--- src/rtl/axil_order_pkg.sv ---
// axil_order_pkg: shared op/state encodings, response constant and order layout
// for the AXI4-Lite order sequencer.
package axil_order_pkg;
    localparam logic [1:0] RESP_OKAY = 2'b00;
    localparam int ORD_ADDR_W = 8;
    localparam int ORD_DATA_W = 32;
    typedef enum logic [1:0] {
        OP_WRITE = 2'b00,
        OP_READ  = 2'b01,
        OP_POLL  = 2'b10,
        OP_NOP   = 2'b11
    } op_e;
    typedef enum logic [2:0] {
        S_IDLE,
        S_WADDR,
        S_WRESP,
        S_RADDR,
        S_RDATA,
        S_GAP
    } state_e;
    // Order at default bus widths; the top rebuilds the same layout at its own widths.
    typedef struct packed {
        op_e                   op;
        logic [ORD_ADDR_W-1:0] addr;
        logic [ORD_DATA_W-1:0] data;
    } order_t;
endpackage

--- src/rtl/axil_order_master_fifo.sv ---
// sync_fifo: single-clock FIFO with registered full/empty flags.
module sync_fifo #(
    parameter int WIDTH = 8,
    parameter int DEPTH = 16
) (
    input  logic             clk_i,
    input  logic             rst_i,
    input  logic             push_i,
    input  logic [WIDTH-1:0] data_i,
    input  logic             pop_i,
    output logic [WIDTH-1:0] data_o,
    output logic             full_o,
    output logic             empty_o
);
    localparam int AW = $clog2(DEPTH);
    logic [WIDTH-1:0] mem_q [DEPTH];
    logic [AW-1:0]    wptr_q, rptr_q;
    logic [AW:0]      cnt_q, cnt_d;
    logic             full_q, empty_q, do_push, do_pop;
    // Push is gated by the registered full flag alone, so a same-cycle pop never frees a slot early.
    assign do_push = push_i && !full_q;
    assign do_pop  = pop_i && !empty_q;
    assign cnt_d   = cnt_q + (AW+1)'(do_push) - (AW+1)'(do_pop);
    always_ff @(posedge clk_i) begin
        if (rst_i) begin
            wptr_q  <= '0;
            rptr_q  <= '0;
            cnt_q   <= '0;
            full_q  <= 1'b0;
            empty_q <= 1'b1;
        end else begin
            wptr_q  <= wptr_q + AW'(do_push);
            rptr_q  <= rptr_q + AW'(do_pop);
            cnt_q   <= cnt_d;
            full_q  <= cnt_d == (AW+1)'(DEPTH);
            empty_q <= cnt_d == '0;
        end
    end
    always_ff @(posedge clk_i) begin
        if (do_push) mem_q[wptr_q] <= data_i;
    end
    assign data_o  = mem_q[rptr_q];
    assign full_o  = full_q;
    assign empty_o = empty_q;
endmodule

--- src/rtl/axil_order_master.sv ---
// axil_order_master: executes buffered (op, addr, data) orders in sequence on an
// AXI4-Lite master port: writes, reads with a response pulse, and poll-until-set waits.
module axil_order_master
    import axil_order_pkg::*;
#(
    parameter int AXIL_DATA_WIDTH = 32,
    parameter int AXIL_ADDR_WIDTH = 8,
    parameter int FIFO_DEPTH      = 16,
    parameter int POLL_GAP        = 4,
    parameter int POLL_MAX        = 1024
) (
    input  logic                         m00_axi_aclk,
    input  logic                         m00_axi_areset,
    input  logic                         ord_valid,
    output logic                         ord_ready,
    input  logic [1:0]                   ord_op,
    input  logic [AXIL_ADDR_WIDTH-1:0]   ord_addr,
    input  logic [AXIL_DATA_WIDTH-1:0]   ord_data,
    output logic                         rsp_valid,
    output logic [AXIL_DATA_WIDTH-1:0]   rsp_data,
    output logic [AXIL_ADDR_WIDTH-1:0]   m00_axi_awaddr,
    output logic [2:0]                   m00_axi_awprot,
    output logic                         m00_axi_awvalid,
    input  logic                         m00_axi_awready,
    output logic [AXIL_DATA_WIDTH-1:0]   m00_axi_wdata,
    output logic [AXIL_DATA_WIDTH/8-1:0] m00_axi_wstrb,
    output logic                         m00_axi_wvalid,
    input  logic                         m00_axi_wready,
    input  logic [1:0]                   m00_axi_bresp,
    input  logic                         m00_axi_bvalid,
    output logic                         m00_axi_bready,
    output logic [AXIL_ADDR_WIDTH-1:0]   m00_axi_araddr,
    output logic [2:0]                   m00_axi_arprot,
    output logic                         m00_axi_arvalid,
    input  logic                         m00_axi_arready,
    input  logic [AXIL_DATA_WIDTH-1:0]   m00_axi_rdata,
    input  logic [1:0]                   m00_axi_rresp,
    input  logic                         m00_axi_rvalid,
    output logic                         m00_axi_rready,
    output logic                         busy,
    output logic                         err,
    output logic                         timeout,
    output logic [31:0]                  ord_count
);
    localparam int PW = $clog2(POLL_MAX + 1);
    localparam int GW = POLL_GAP > 0 ? $clog2(POLL_GAP + 1) : 1;
    typedef struct packed {
        op_e                        op;
        logic [AXIL_ADDR_WIDTH-1:0] addr;
        logic [AXIL_DATA_WIDTH-1:0] data;
    } ord_t;
    localparam int OW = $bits(ord_t);

    state_e                     state_q, state_d;
    ord_t                       cur_q, cur_d, head;
    logic                       awvalid_q, awvalid_d, wvalid_q, wvalid_d, arvalid_q, arvalid_d;
    logic [PW-1:0]              poll_cnt_q, poll_cnt_d;
    logic [GW-1:0]              gap_cnt_q, gap_cnt_d;
    logic                       rsp_valid_q, rsp_valid_d, err_q, err_d, timeout_q, timeout_d;
    logic [AXIL_DATA_WIDTH-1:0] rsp_data_q, rsp_data_d;
    logic [31:0]                ord_count_q, ord_count_d;
    logic                       fifo_full, fifo_empty, pop, retire, poll_hit;
    logic [OW-1:0]              fifo_dout;

    sync_fifo #(.WIDTH(OW), .DEPTH(FIFO_DEPTH)) u_fifo (
        .clk_i  (m00_axi_aclk),
        .rst_i  (m00_axi_areset),
        .push_i (ord_valid),
        .data_i ({ord_op, ord_addr, ord_data}),
        .pop_i  (pop),
        .data_o (fifo_dout),
        .full_o (fifo_full),
        .empty_o(fifo_empty)
    );
    assign head = ord_t'(fifo_dout);
    // An error response never satisfies a poll, whatever the data bits say.
    assign poll_hit = m00_axi_rresp == RESP_OKAY && |(m00_axi_rdata & cur_q.data);

    always_comb begin
        state_d     = state_q;
        cur_d       = cur_q;
        awvalid_d   = awvalid_q;
        wvalid_d    = wvalid_q;
        arvalid_d   = arvalid_q;
        poll_cnt_d  = poll_cnt_q;
        gap_cnt_d   = gap_cnt_q;
        rsp_valid_d = 1'b0;
        rsp_data_d  = rsp_data_q;
        err_d       = err_q;
        timeout_d   = timeout_q;
        ord_count_d = ord_count_q;
        pop         = 1'b0;
        retire      = 1'b0;
        case (state_q)
            S_IDLE: if (!fifo_empty) begin
                pop   = 1'b1;
                cur_d = head;
                if (head.op == OP_WRITE) begin
                    state_d   = S_WADDR;
                    awvalid_d = 1'b1;
                    wvalid_d  = 1'b1;
                end else if (head.op == OP_NOP) begin
                    retire = 1'b1;
                end else begin
                    state_d   = S_RADDR;
                    arvalid_d = 1'b1;
                end
            end
            S_WADDR: begin
                awvalid_d = awvalid_q && !m00_axi_awready;
                wvalid_d  = wvalid_q && !m00_axi_wready;
                state_d   = (!awvalid_d && !wvalid_d) ? S_WRESP : S_WADDR;
            end
            S_WRESP: if (m00_axi_bvalid) begin
                err_d  = err_q || m00_axi_bresp != RESP_OKAY;
                retire = 1'b1;
            end
            S_RADDR: if (m00_axi_arready) begin
                arvalid_d = 1'b0;
                state_d   = S_RDATA;
            end
            S_RDATA: if (m00_axi_rvalid) begin
                err_d = err_q || m00_axi_rresp != RESP_OKAY;
                if (cur_q.op == OP_READ) begin
                    rsp_valid_d = 1'b1;
                    rsp_data_d  = m00_axi_rdata;
                    retire      = 1'b1;
                end else if (poll_hit) begin
                    retire = 1'b1;
                end else if (int'(poll_cnt_q) + 1 == POLL_MAX) begin
                    timeout_d = 1'b1;
                    retire    = 1'b1;
                end else begin
                    poll_cnt_d = poll_cnt_q + PW'(1);
                    gap_cnt_d  = '0;
                    state_d    = POLL_GAP == 0 ? S_RADDR : S_GAP;
                    arvalid_d  = POLL_GAP == 0;
                end
            end
            S_GAP: begin
                gap_cnt_d = gap_cnt_q + GW'(1);
                if (int'(gap_cnt_q) + 1 == POLL_GAP) begin
                    state_d   = S_RADDR;
                    arvalid_d = 1'b1;
                end
            end
            default: state_d = S_IDLE;
        endcase
        if (retire) begin
            state_d     = S_IDLE;
            ord_count_d = ord_count_q + 32'd1;
            poll_cnt_d  = '0;
        end
    end

    always_ff @(posedge m00_axi_aclk) begin
        if (m00_axi_areset) begin
            state_q     <= S_IDLE;
            cur_q       <= '0;
            awvalid_q   <= 1'b0;
            wvalid_q    <= 1'b0;
            arvalid_q   <= 1'b0;
            poll_cnt_q  <= '0;
            gap_cnt_q   <= '0;
            rsp_valid_q <= 1'b0;
            rsp_data_q  <= '0;
            err_q       <= 1'b0;
            timeout_q   <= 1'b0;
            ord_count_q <= '0;
        end else begin
            state_q     <= state_d;
            cur_q       <= cur_d;
            awvalid_q   <= awvalid_d;
            wvalid_q    <= wvalid_d;
            arvalid_q   <= arvalid_d;
            poll_cnt_q  <= poll_cnt_d;
            gap_cnt_q   <= gap_cnt_d;
            rsp_valid_q <= rsp_valid_d;
            rsp_data_q  <= rsp_data_d;
            err_q       <= err_d;
            timeout_q   <= timeout_d;
            ord_count_q <= ord_count_d;
        end
    end

    assign ord_ready       = !fifo_full;
    assign rsp_valid       = rsp_valid_q;
    assign rsp_data        = rsp_data_q;
    assign m00_axi_awaddr  = cur_q.addr;
    assign m00_axi_awprot  = 3'b000;
    assign m00_axi_awvalid = awvalid_q;
    assign m00_axi_wdata   = cur_q.data;
    assign m00_axi_wstrb   = '1;
    assign m00_axi_wvalid  = wvalid_q;
    assign m00_axi_bready  = state_q == S_WRESP;
    assign m00_axi_araddr  = cur_q.addr;
    assign m00_axi_arprot  = 3'b000;
    assign m00_axi_arvalid = arvalid_q;
    assign m00_axi_rready  = state_q == S_RDATA;
    assign busy            = !fifo_empty || state_q != S_IDLE;
    assign err             = err_q;
    assign timeout         = timeout_q;
    assign ord_count       = ord_count_q;
endmodule

--- config.mk ---
export PLATFORM = sky130hd
export DESIGN_NAME = axil_order_master
export DESIGN_NICKNAME = d
export VERILOG_FILES = /design/src/rtl/axil_order_pkg.sv /design/src/rtl/axil_order_master_fifo.sv /design/src/rtl/axil_order_master.sv
export SDC_FILE = /design/constraint.sdc
export NUM_CORES = 1
export LEC_CHECK = 0
export ABC_AREA = 1
export CAP_MARGIN = 30
export CORE_MARGIN = 3
export CORE_UTILIZATION = 30
export CTS_CLUSTER_SIZE = 16
export DETAILED_ROUTE_END_ITERATION = 16
export PLACE_DENSITY = 0.43
export SLEW_MARGIN = 20
export SYNTH_ARGS = -nofsm -noshare
export SYNTH_HDL_FRONTEND = slang
export SYNTH_SLANG_ARGS = --single-unit
--- constraint.sdc ---
create_clock -name m00_axi_aclk -period 5 [get_ports m00_axi_aclk]
set_input_delay 1.5 -clock m00_axi_aclk [delete_from_list [all_inputs] [get_ports m00_axi_aclk]]
set_output_delay 1.5 -clock m00_axi_aclk [all_outputs]
set_load 0.005 [all_outputs]
== Yosys cells after proc, flatten, opt, wreduce, memory -nomap -nowiden ==
Memories as Yosys holds them, arrays and structs flattened. A register that Yosys moved wholly into a read port is not among the register bits.
Index checks and enable logic that the tools add are counted.

* Equal/unequal tests: 22
* $add $sub $neg: 9
* Reduce and logical (&&, ||, !) cells: 38
* Mux-type cells: 48
* Bitwise logic cells: 8

{| class="wikitable"
|+ Operators with widths
! kind !! number
|-
| 2-to-1 mux 3 bit || 13
|-
| adder 32 x 1 -> 32 bit, second input constant || 1
|-
| bitwise AND 32 bit || 1
|-
| OR reduction 32 bit || 1
|-
| 2-to-1 mux 1 bit || 26
|-
| != test 2 bit, second input constant || 11
|-
| one-hot mux 3 bit (6 select lines) || 1
|-
| AND reduction 5 bit || 3
|-
| adder 11 x 1 -> 12 bit, second input constant || 1
|-
| == test 12 x 11 -> 1 bit, second input constant || 1
|-
| adder 11 x 1 -> 11 bit, second input constant || 1
|-
| AND reduction 10 bit || 1
|-
| nonzero test 2 bit || 5
|-
| AND reduction 3 bit || 3
|-
| AND reduction 9 bit || 1
|-
| adder 4 x 1 -> 4 bit || 2
|-
| NOT 1 bit || 7
|-
| == test 3 x 2 -> 1 bit, second input constant || 2
|-
| == test 3 bit, second input constant || 2
|-
| logical AND 1 bit || 6
|-
| logical NOT 1 bit || 6
|-
| one-hot mux 1 bit (2 select lines) || 3
|-
| one-hot mux 3 bit (2 select lines) || 1
|-
| adder 5 x 1 -> 5 bit || 1
|-
| 22 further kinds || 25
|}

* RAM bits: 672
* Register bits: 144
* Memories kept: 1
* Output and inout bits: 132
* Bits of input ports: 86
* Logic and storage cells: 145

{| class="wikitable"
|+ Memory list
! memory !! words !! bits a word !! rd ports !! clocked after Yosys merged registers in !! write ports !! RTL line !! RTL
|-
| u_fifo.mem_q || 16 || 42 || 1 || 1 || 1 || axil_order_master_fifo.sv:16 || <nowiki>logic [WIDTH-1:0] mem_q [DEPTH];</nowiki>
|}

== Longest topological paths before layout ==
Gate-level depths: netlist of the first run.

* Depth after elaboration: 8
* Gate-level depth with buffers: 16
* Gate-level depth less buffers: 15

== Cells and area by module ==
Synthesis of the first run repeated with hierarchy kept, for this count alone.

* Cell total of the unflattened synthesis: 3805
* Area, all modules: 36035.8 um2

{| class="wikitable"
|+ Modules (own cells, without submodules)
! module !! area each (um2) !! instances !! cells an instance !! sequential area each (um2)
|-
| sync_fifo || 29384.4 || 1 || 2825 || 20479.6
|-
| axil_order_master || 6651.4 || 1 || 980 || 2582.5
|}

== Least setup slack after synthesis of the first run ==
No wires, ideal clock.

* Kind: input to register
* Start: input port ord_valid
* End: memory u_fifo.mem_q[12][0] in the netlist's numbering (enable)
* Setup time: 0.442 ns
* Arrival: 3.741 ns
* Path buffers: 0
* Cell stages on the path: 4
* Required time: 4.558 ns
* Slack: 0.818 ns
* Cell sequence: inv_1 nor2_1 nand3_1 nor2_1

* Word-level cells in the longest chain between the ends: 3

{| class="wikitable"
|+ Ends and longest elaborated chain
! element !! RTL line !! RTL
|-
| start, declared || axil_order_master.sv:14 || <nowiki>input logic ord_valid,</nowiki>
|-
| logical AND 1 bit || axil_order_master_fifo.sv:21 || <nowiki>assign do_push = push_i && !full_q;</nowiki>
|-
| 2-to-1 mux 1 bit || axil_order_master_fifo.sv:40 || <nowiki>if (do_push) mem_q[wptr_q] <= data_i;</nowiki>
|-
| 2-to-1 mux 1 bit (not written as such) || axil_order_master_fifo.sv:40 ||
|-
| end, declared || axil_order_master_fifo.sv:16 ||
|}

No other way between the ends.

== Final worst setup path of the first run ==
* Start: register state_q[1]
* End: output port m00_axi_bready

* Word-level cells in the longest chain between the ends: 1

{| class="wikitable"
|+ Ends and longest elaborated chain
! element !! RTL line !! RTL
|-
| start, declared || axil_order_master.sv:54 || <nowiki>state_e state_q, state_d;</nowiki>
|-
| start signal, assigned || axil_order_master.sv:171 || <nowiki>state_q <= state_d;</nowiki>
|-
| == test 3 x 2 -> 1 bit || axil_order_master.sv:195 || <nowiki>assign m00_axi_bready = state_q == S_WRESP;</nowiki>
|-
| end, declared || axil_order_master.sv:31 || <nowiki>output logic m00_axi_bready,</nowiki>
|}

No other way between the ends.

==> qor.log, run 1 <==
qor: status.status finished, final reports clean
qor: critical_path.reg2reg_slack 1.73 ns
qor: sta.timing.clock.skew 0.0180 ns
qor: finish.areaGrowthSynthToFinish 19.5%
qor: worst_hold_path.hold_path_end cur_q[41]$_SDFFE_PP0P_
qor: critical_path.worstSetupPathType flop to output port
qor: critical_path.regToRegEndpoint poll_cnt_q[0]$_SDFFE_PP0P_
qor: sta.setup_tns 0 ns
qor: die.pin_count 218
qor: worst_hold_path.hold_class flop to flop
qor: sta.timing_max_transition_violations_final 0
qor: global_routing.pin_count_of_the_biggest_net_entering_global_routing 136
qor: logic_synthesis.syn-cell-area 33500 sq um
qor: logic_synthesis.postSynth.asyncResetShare 0%
qor: die.initial_utilization 30.5%
qor: critical_path.crit_path_end_kind output port
qor: critical_path.r2r_cells 12
qor: clocking.root_buffer sky130_fd_sc_hd__clkbuf_16
qor: global_routing.grt-ovfl-total 0
qor: sta.grt_setup_unrepaired no
qor: worst_hold_path.hold_path_cells 2
qor: die.die_y 340 um
qor: detailed_routing.routed_wl 107000 um
qor: detailed_routing.routed_via_density 4.96
qor: clocking.clock-sinks 816
qor: detailed_routing.drt_iter0_markers 1858
qor: die.core_area 110000 sq um
qor: finish.drive_above_1_share 7.58%
qor: die.die_area 116000 sq um
qor: place.gp_congestion 0.824
qor: logic_synthesis.synthDominantAreaCellType sky130_fd_sc_hd__edfxtp_1
qor: global_routing.grtUsageTotal 18.0%
qor: die.die_w 340 um
qor: detailed_routing.final_antenna_net_count 0
qor: clocking.cts_hold_repair.buffers 0
qor: clocking.tritoncts_clock_tree yes
qor: sta.timing_hold_violations_final 0
qor: logic_synthesis.synthesis.instances 2985
qor: clocking.worst_setup_hold_path_clk_slew 0.06 ns
qor: place.place.detailed.instances 4498
qor: die.row_count 121
qor: clocking.cts.repair_timing.setup_buffer_count 0
qor: critical_path.timing.critical_path.from_type flop
qor: clocking.worstSkewPairLatency 0.64 ns
qor: logic_synthesis.yosys_register_bits 816
qor: logic_synthesis.synth_largest_type_area_fraction 60.3%
qor: global_routing.grt_pass1_vias 23100
qor: logic_synthesis.synth_enable_flop_cells 672
qor: detailed_routing.detailed_routing_iterations_pass_1 5
qor: sta.worst_pin_slew 0.887 ns
qor: logic_synthesis.ys_top_cells_by_area sky130_fd_sc_hd__edfxtp_1, sky130_fd_sc_hd__dfxtp_1, sky130_fd_sc_hd__nor2_1
qor: detailed_routing.detail_route.drc_violations 0
qor: logic_synthesis.syn-mean-instance-area 11.2 sq um
qor: run.maxCapViolCount 0
qor: clocking.cts_resized 0
qor: place.place.detailed.hpwl 62600 um
qor: critical_path.arrival 2.25 ns
qor: clocking.clock_path_buffers 3
qor: worst_hold_path.worst_hold_startpoint cur_q[41]$_SDFFE_PP0P_
qor: sta.timing.final.crit_period 3.75 ns
qor: critical_path.worstPathRequired 3.50 ns
qor: global_routing.antenna_found_initial 4
qor: power.leakage 13.6 nW
qor: power.ir_worst_vdd 0.000243 V
qor: logic_synthesis.number_of_different_library_cells_in_the_post_synthesis_netlist 41
qor: sta.timing.slew.headroom 40.9%
qor: finish.nets 3216
qor: global_routing.grt_pass1_wl 157000 um
qor: detailed_routing.routedWlPerCell 22.8 um
qor: critical_path.r2r_start u_fifo.rptr_q[1]$_SDFF_PP0_
qor: power.pwr_density_cell 489 nW/um^2
qor: finish.instances_no_fill 4672
qor: sta.fmax 267 MHz
qor: logic_synthesis.dominantRegCellSynth sky130_fd_sc_hd__edfxtp_1
qor: sta.finalCritPeriodShare 74.9%
qor: logic_synthesis.yosys_warnings 0
qor: sta.setup_violations 0
qor: detailed_routing.num_vias 23200
qor: place.buffer_ports.inserted 207
qor: clocking.numCtsBuffers 92
qor: logic_synthesis.ys_seq_area_share 68.9%
qor: critical_path.critical_path.max_fanout 5
qor: clocking.h_tree_depth_reported_by_cts 3
[cells in the final DEF, fill, tap and decap left out, types with 13 or more instances in the layout]
master / netlist / layout
sky130_fd_sc_hd__clkbuf_16: 0 / 95
sky130_fd_sc_hd__o22ai_1: 147 / 147
sky130_fd_sc_hd__o211ai_1: 35 / 35
sky130_fd_sc_hd__xor2_1: 23 / 23
sky130_fd_sc_hd__nor2_4: 1 / 18
sky130_fd_sc_hd__o21ai_1: 15 / 15
sky130_fd_sc_hd__clkbuf_1: 126 / 26
sky130_fd_sc_hd__inv_1: 116 / 114
sky130_fd_sc_hd__nor2_1: 615 / 597
sky130_fd_sc_hd__o21ai_0: 442 / 442
sky130_fd_sc_hd__clkinv_1: 2 / 15
sky130_fd_sc_hd__nand3_1: 81 / 81
sky130_fd_sc_hd__dfxtp_1: 144 / 140
sky130_fd_sc_hd__ha_1: 13 / 13
sky130_fd_sc_hd__buf_4: 64 / 42
sky130_fd_sc_hd__clkdlybuf4s50_1: 0 / 206
sky130_fd_sc_hd__nand2_1: 269 / 269
sky130_fd_sc_hd__nor3_1: 14 / 14
sky130_fd_sc_hd__a21oi_1: 47 / 47
sky130_fd_sc_hd__clkinv_2: 0 / 17
sky130_fd_sc_hd__edfxtp_1: 672 / 672
sky130_fd_sc_hd__o21bai_1: 30 / 30
[final cells by class]
class	count	area [sq um]
diodes	3	7.51
clock inverters	46	510
flip-flops and latches	816	23100
fillers	10700	69800
inverters	126	484
well taps	1476	1850
clock buffers	125	2530
multi-input cells	1818	8860
repair buffers	262	2650
[stage by stage]
| step | hold slack, ns | worst slack [ns] | area [sq um] | power [mW] | util (%) |
|---|---|---|---|---|---|
| finish | 0.466 | 1.25 | 40000 | 19.6 | 36.4 |
| global route | 0.512 | 1.13 | 40000 | 20.6 | 36.4 |
| CTS | 0.465 | 1.20 | 40000 | 19.9 | 36.4 |
| detailed placement | 0.456 | 0.672 | 36900 | 13.0 | 33.6 |
| global placement | 0.455 | 0.735 | 36900 | 12.9 | 33.6 |
| floorplan | 0.446 | 0.818 | 33500 | 11.2 | - |
[report_power, final]
group          internal (mW)  switching, mW
sequential              7.75          0.367
combinational           1.53           3.10
clock                   4.11           2.71
total                   13.4           6.18
[worst max-delay path by stage]
stage	start	endpoint	slack [ns]	depth (start not counted)
6_report	state_q[1]$_SDFFE_PP0P_	m00_axi_bready	1.25	3
5_1_grt	state_q[1]$_SDFFE_PP0P_	m00_axi_bready	1.13	3
4_1_cts	state_q[1]$_SDFFE_PP0P_	m00_axi_bready	1.20	3
3_5_place_dp	ord_valid	u_fifo.mem_q[4][35]$_DFFE_PP_	0.67	6
3_3_place_gp	ord_valid	u_fifo.mem_q[4][36]$_DFFE_PP_	0.73	6
2_1_floorplan	ord_valid	u_fifo.mem_q[12][0]$_DFFE_PP_	0.82	4
[Yosys cell counts (all sizes together) (3+ instances only)]
cell	instances
edfxtp	672
nor2	622
o21ai	457
nand2	272
o22ai	147
dfxtp	144
clkbuf	126
inv	124
buf	107
nand3	84
a21oi	55
o211ai	35
o21bai	30
xor2	23
nor3	15
ha	13
a31oi	11
o221ai	11
nand4	10
xnor2	9
nor4	6
or2	3
[cells by family (layout without fill, tap and decap cells)]
logic type	Yosys count	after routing	synth area share, %
xor gates and xnor gates	32	32	0.838
adders and majority gates	14	14	0.546
DFF	816	816	68.9
AOI/OAI and AO/OA	748	748	12.5
other	2	13	0.0224
and+or+nand+nor	1014	1014	12.1
buffers and inverters	359	559	5.05
[flip-flops by register name, summed over array words and instances (netlist names), 5 cells and up]
signal          flops
m00_axi_araddr      8
m00_axi_wdata      32
ord_count          32
poll_cnt_q         11
rsp_data           32
u_fifo.cnt_q        5
u_fifo.mem_q      672
[routing by layer]
metal  track usage [%]  wire, um  vias up
li1                  -         -    10800
met1              24.5     47900    11600
met2              29.8     50800      646
met3              3.37      6150      110
met4              4.16      1670        4
met5                 0        28        -
[worst max-delay path, cell delays in order, from the launching register on]
cell and delay, ns:
sky130_fd_sc_hd__dfxtp_1 0.40, sky130_fd_sc_hd__inv_1 0.13, sky130_fd_sc_hd__nor3_1 0.45, sky130_fd_sc_hd__clkdlybuf4s50_1 0.63
Note: power is estimated with default switching activity, not from simulation.
==> inputs of run 2 (changes only) <==
==> constraint.sdc (replaced) <==
create_clock -name m00_axi_aclk -period 3.5 [get_ports m00_axi_aclk]
set_input_delay 1.05 -clock m00_axi_aclk [delete_from_list [all_inputs] [get_ports m00_axi_aclk]]
set_output_delay 1.05 -clock m00_axi_aclk [all_outputs]
set_load 0.005 [all_outputs]
==> run 2 against run 1 <==
Net effect: sequential power rose by 42%; clock power is 39% higher; worst hold slack better by 0.0033 ns; cell count increased by 0.68%; clock skew up 0.0069 ns; wire length decreased by 4.3%; via count shrank 0.10%; first-iteration DRC count down 4.3%; flip-flop and latch count is the same; die area is the same; combinational power grew 43%; largest power group unchanged.
==> qor.log, run 2 (synthesis gave the netlist of run 1 again) <==
qor: status.status finished, final reports clean
qor: global_routing.grt-ovfl-total 0
qor: sta.finalWorstSetupSlack 0.289 ns
qor: place.buffer_ports.inserted 207
qor: sta.finalCritPeriodShare 91.7%
qor: detailed_routing.detailed_routing_iterations_pass_1 6
qor: clocking.h_tree_depth_reported_by_cts 3
qor: clocking.clock_path_buffers 3
qor: die.die_y 340 um
qor: sta.grt_setup_unrepaired no
qor: clocking.clock-sinks 816
qor: worst_hold_path.hold_class flop to flop
qor: worst_hold_path.worst_hold_startpoint cur_q[41]$_SDFFE_PP0P_
qor: finish.areaGrowthSynthToFinish 20.5%
qor: critical_path.crit_path_end_kind output port
qor: global_routing.grtUsageTotal 17.2%
qor: finish.registers.top_by_ff_count u_fifo.mem_q
qor: sta.timing_max_transition_violations_final 0
qor: finish.final_cell_mix sky130_fd_sc_hd__edfxtp_1, sky130_fd_sc_hd__nor2_1, sky130_fd_sc_hd__o21ai_0
qor: critical_path.worstSetupPathType flop to output port
qor: global_routing.pin_count_of_the_biggest_net_entering_global_routing 127
qor: finish.drive_above_1_share 8.03%
qor: detailed_routing.detail_route.drc_violations 0
qor: critical_path.critical_path.max_fanout 5
qor: detailed_routing.routedWlPerCell 21.7 um
qor: detailed_routing.routed_via_density 4.92
qor: sta.setup_tns 0 ns
qor: sta.timing.clock.skew 0.0249 ns
qor: global_routing.antenna_found_initial 8
qor: finish.utilization_after_layout 36.7%
qor: critical_path.worstPathRequired 2.45 ns
qor: detailed_routing.routed_wl 102000 um
qor: clocking.worstSkewPairLatency 0.67 ns
qor: die.initial_utilization 30.5%
qor: die.pin_count 218
qor: die.core_area 110000 sq um
qor: finish.post-route-cell-area 40300 sq um
qor: clocking.worst_setup_hold_path_clk_slew 0.06 ns
qor: power.pwr_density_cell 685 nW/um^2
qor: sta.setup_violations 0
qor: die.row_count 121
qor: die.die_w 340 um
qor: detailed_routing.drt_iter0_markers 1779
qor: finish.fill_cells 10600
qor: finish.layout.cells.most_common sky130_fd_sc_hd__edfxtp_1
qor: finish.largest_register_ff_count 672
qor: clocking.cts_hold_repair.buffers 0
qor: sta.timing_hold_violations_final 0
qor: critical_path.r2r_start m00_axi_wdata[4]$_SDFFE_PP0P_
qor: sta.fmax 311 MHz
qor: place.dp_slack -0.488 ns
qor: power.fin_total_pwr 27.6 mW
qor: clocking.tritoncts_clock_tree yes
qor: detailed_routing.final_antenna_net_count 0
qor: global_routing.grt_pass1_wl 150000 um
qor: critical_path.timing.critical_path.from_type flop
qor: detailed_routing.num_vias 23100
qor: place.place.detailed.hpwl 58600 um
qor: global_routing.grt_pass1_vias 22700
qor: place.gp_congestion 0.819
qor: sta.timing.slew.headroom 40.0%
qor: sta.timing.final.crit_period 3.21 ns
qor: place.placement.cell_area 37300 sq um
qor: power.leakage 13.8 nW
qor: die.die_area 116000 sq um
qor: critical_path.crit_path_start state_q[1]$_SDFFE_PP0P_
qor: clocking.numCtsBuffers 96
qor: critical_path.arrival 2.16 ns
qor: finish.nets 3244
qor: power.ir_worst_vdd 0.000674 V
qor: sta.worst_pin_slew 0.899 ns
qor: clocking.root_buffer sky130_fd_sc_hd__clkbuf_16
qor: run.maxCapViolCount 0
run 2: cell count changes in the layout (fill, tap and decap cells not counted), sizes merged:
| cell | delta |
|---|---|
| clkbuf | +14 |
| inv | +4 |
| diode | +1 |
| bufinv | -8 |
| buf | +24 |
| clkinvlp | -3 |
run 2: final cells by class:
type	count	area (sq um)	share of cell area, %
Multi-Input combinational cell	1818	8870	22.0
Inverter	126	484	1.20
Clock buffer	139	2630	6.53
Sequential cell	816	23100	57.2
Clock inverter	39	345	0.857
Antenna cell	4	10.0	0.0248
Timing Repair Buffer	286	3050	7.56
Tap cell	1476	1850	4.58
run 2: what timing repair did:
item,CTS,global route
gates resized for setup,0,1
endpoints found under the hold margin,0,0
buffers inserted,0,0
setup endpoints to repair,0,1
run 2: stage by stage:
stage / std cells / hold slack, ns
final: 4704 / 0.469
after global routing: 4701 / 0.488
after CTS: 4700 / 0.469
after detailed placement: 4522 / 0.459
after global placement: 4522 / 0.455
after floorplan: 2993 / 0.446
run 2: path summary, 6_finish.rpt:
path,slack [ns],cells after the start,end
hold / removal,0.47,2,cur_q[41]$_SDFFE_PP0P_
hold reg to reg,0.47,2,cur_q[41]$_SDFFE_PP0P_
setup reg to reg,0.56,15,poll_cnt_q[1]$_SDFFE_PP0P_
setup / recovery,0.29,3,m00_axi_bready
run 2: layer usage:
metal / share of wire (%) / track usage (%) / wire length [um] / vias to the layer above
li1: - / - / - / 10900
met4: 2.4 / 5.19 / 2440 / 6
met5: 0.040 / 0 / 41 / -
met2: 47 / 28.1 / 47600 / 612
met3: 5.5 / 3.18 / 5600 / 150
met1: 45 / 23.2 / 46300 / 11500
run 2: where the power goes:
group	total, mW	leakage, nW	switching (mW)	internal (mW)
Sequential	11.5	7.25	0.466	11.1
Combinational	6.62	5.08	4.36	2.26
Clock	9.45	1.45	3.98	5.47
run 2: critical path, cell delays in order, from the launching register on:
cell and delay (ns):
sky130_fd_sc_hd__dfxtp_1 0.39, sky130_fd_sc_hd__inv_1 0.11, sky130_fd_sc_hd__nor3_1 0.38, sky130_fd_sc_hd__clkdlybuf4s50_1 0.60
==> inputs of run 3 (changes only) <==
--- a/config.mk
+++ b/config.mk
@@ -11,7 +11,7 @@
 export CORE_UTILIZATION = 30
 export CTS_CLUSTER_SIZE = 16
 export DETAILED_ROUTE_END_ITERATION = 16
-export PLACE_DENSITY = 0.43
+export DONT_BUFFER_PORTS = 1
 export SLEW_MARGIN = 20
 export SYNTH_ARGS = -nofsm -noshare
 export SYNTH_HDL_FRONTEND = slang
==> run 3 against run 2 <==
Net effect: register-to-register slack better by 0.06 ns; via count is 3.9% lower; clock skew is 0.015 ns higher; total power is 4.7% lower; sequential share of layout area is 3.7 points higher; fmax is 11% higher; critical path type is now flop to flop; critical endpoint is now poll_cnt_q[1]$_SDFFE_PP0P_; highest routed layer is now met4.
==> qor.log, run 3 (synthesis gave the netlist of run 1 again) <==
qor: clocking.h_tree_depth_reported_by_cts 3
qor: sta.finalCritPeriodShare 82.3%
qor: finish.final_cell_mix sky130_fd_sc_hd__edfxtp_1, sky130_fd_sc_hd__nor2_1, sky130_fd_sc_hd__o21ai_0
qor: sta.timing.final.crit_period 2.88 ns
qor: detailed_routing.wl_met1 39000 um
qor: place.place.detailed.hpwl 53600 um
qor: status.status finished, final reports clean
qor: finish.utilization_after_layout 34.5%
qor: finish.registers.top_by_ff_count u_fifo.mem_q
qor: detailed_routing.wl_met3 7630 um
qor: finish.drive_above_1_share 8.51%
qor: place.gp_congestion 0.859
qor: critical_path.crit_slowest_cell sky130_fd_sc_hd__dfxtp_4
qor: clocking.cts.repair_timing.setup_buffer_count 0
qor: power.leakage 12.9 nW
qor: clocking.cts_resized 0
qor: global_routing.grt_pass1_wl 136000 um
qor: detailed_routing.drt_iter0_markers 2014
qor: global_routing.antenna_found_initial 1
qor: sta.timing.slew.headroom 45.5%
qor: detailed_routing.routedWlPerCell 20.6 um
qor: die.core_area 110000 sq um
qor: die.die_area 116000 sq um
qor: critical_path.arrival 3.44 ns
qor: sta.timing_max_transition_violations_final 0
qor: finish.largest_register_ff_count 672
qor: clocking.clock_path_buffers 3
qor: critical_path.timing.critical_path.from_type flop
qor: sta.setup_tns 0 ns
qor: die.row_count 121
qor: clocking.root_buffer sky130_fd_sc_hd__clkbuf_16
qor: clocking.clock-sinks 816
qor: global_routing.pin_count_of_the_biggest_net_entering_global_routing 119
qor: worst_hold_path.hold_class flop to flop
qor: sta.timing_hold_violations_final 0
qor: run.maxCapViolCount 0
qor: clocking.cts_hold_repair.buffers 0
qor: sta.timing.clock.skew 0.0402 ns
qor: detailed_routing.num_vias 22200
qor: critical_path.crit_chain buf_4 > nand2_1 > o211ai_1 > nand3_1 > nand3_1 > nand2_1 > nand3_1 > nand2_1 > inv_2 > nand2_8 > nor2_4 > inv_2 > a21oi_1
qor: sta.grt_setup_unrepaired no
qor: detailed_routing.routed_wl 92200 um
qor: clocking.worst_setup_hold_path_clk_slew 0.06 ns
qor: clocking.numCtsBuffers 84
qor: sta.setup_violations 0
qor: finish.nets 3016
qor: die.die_w 340 um
qor: clocking.worstSkewPairLatency 0.65 ns
qor: global_routing.grt-ovfl-total 0
qor: die.initial_utilization 30.5%
qor: finish.areaGrowthSynthToFinish 13.2%
qor: power.pwr_density_cell 694 nW/um^2
qor: die.pin_count 218
qor: sta.worst_pin_slew 0.818 ns
qor: sta.fin_hold_ws 0.476 ns
qor: global_routing.grt_pass1_vias 21000
qor: detailed_routing.routed_via_density 4.98
qor: place.buffer_ports.inserted 0
qor: sta.fmax 347 MHz
qor: critical_path.crit_path_end_kind flop
qor: detailed_routing.wl_met2 43000 um
qor: critical_path.critical_path.max_fanout 41
qor: die.die_y 340 um
qor: finish.layout.cells.most_common sky130_fd_sc_hd__edfxtp_1
qor: global_routing.grtUsageTotal 15.4%
qor: detailed_routing.detailed_routing_iterations_pass_1 6
qor: critical_path.worstPathRequired 4.06 ns
qor: detailed_routing.routed.top_layer met4
qor: critical_path.worstSetupPathType flop to flop
qor: critical_path.cpPeakStageDelay 0.51 ns
qor: detailed_routing.final_antenna_net_count 0
qor: clocking.tritoncts_clock_tree yes
qor: power.ir_worst_vdd 0.000369 V
qor: detailed_routing.detail_route.drc_violations 0
run 3: cell count changes in the layout (fill, tap and decap cells not counted), moves of 4 or more:
cell                              delta
sky130_fd_sc_hd__clkbuf_16          -11
sky130_fd_sc_hd__clkbuf_8            -5
sky130_fd_sc_hd__bufinv_16           +5
sky130_fd_sc_hd__clkdlybuf4s50_1   -206
sky130_fd_sc_hd__buf_12              -7
sky130_fd_sc_hd__clkinv_2           +13
sky130_fd_sc_hd__clkbuf_1           -24
sky130_fd_sc_hd__clkinvlp_4          +4
run 3: stage by stage:
stage,worst slack [ns],total power [mW],cells,area [sq um]
floorplan,-0.232,15.9,2993,33500
global placement,0.558,17.5,4306,35100
detailed placement,0.522,17.6,4306,35100
CTS,0.582,26.5,4462,37900
global route,0.318,27.6,4462,37900
finish,0.618,26.3,4464,37900
run 3: routing by layer:
metal  global-route usage [%]  vias up
li1                         -    10400
met4                     4.95        0
met5                        0        -
met1                     20.0    11000
met2                     25.1      750
met3                     4.01      130
run 3: final timing paths:
path,from,endpoint,slack [ns],cells past startpoint
worst max-delay path,u_fifo.rptr_q[0]$_SDFF_PP0_,poll_cnt_q[1]$_SDFFE_PP0P_,0.62,13
worst min-delay path,cur_q[41]$_SDFFE_PP0P_,cur_q[41]$_SDFFE_PP0P_,0.48,2
worst max register to register,u_fifo.rptr_q[0]$_SDFF_PP0_,poll_cnt_q[1]$_SDFFE_PP0P_,0.62,13
worst min register to register,cur_q[41]$_SDFFE_PP0P_,cur_q[41]$_SDFFE_PP0P_,0.48,2
run 3: worst max-delay path, delay by kind of cell (launching register included):
family                 cells  cell delay [ns]
DFF                        1             0.51
buffers and inverters      3             0.89
and+or+nand+nor            8             1.13
AOI/OAI and AO/OA          2             0.24
run 3: where the power goes:
part / internal [mW] / switching (mW)
Sequential: 11.1 / 0.589
Combinational: 1.75 / 3.96
Clock: 5.14 / 3.80
Total: 18.0 / 8.35
run 3: area by class of cell:
class                           instances  area [sq um]
Clock buffer                           99          2200
Tap cell                             1476          1850
Antenna cell                            2          5.00
Sequential cell                       816         23100
Timing Repair Buffer                   70           826
Clock inverter                         57           569
Fill cell                           10700         71900
Inverter                              126           487
Multi-Input combinational cell       1818          8860
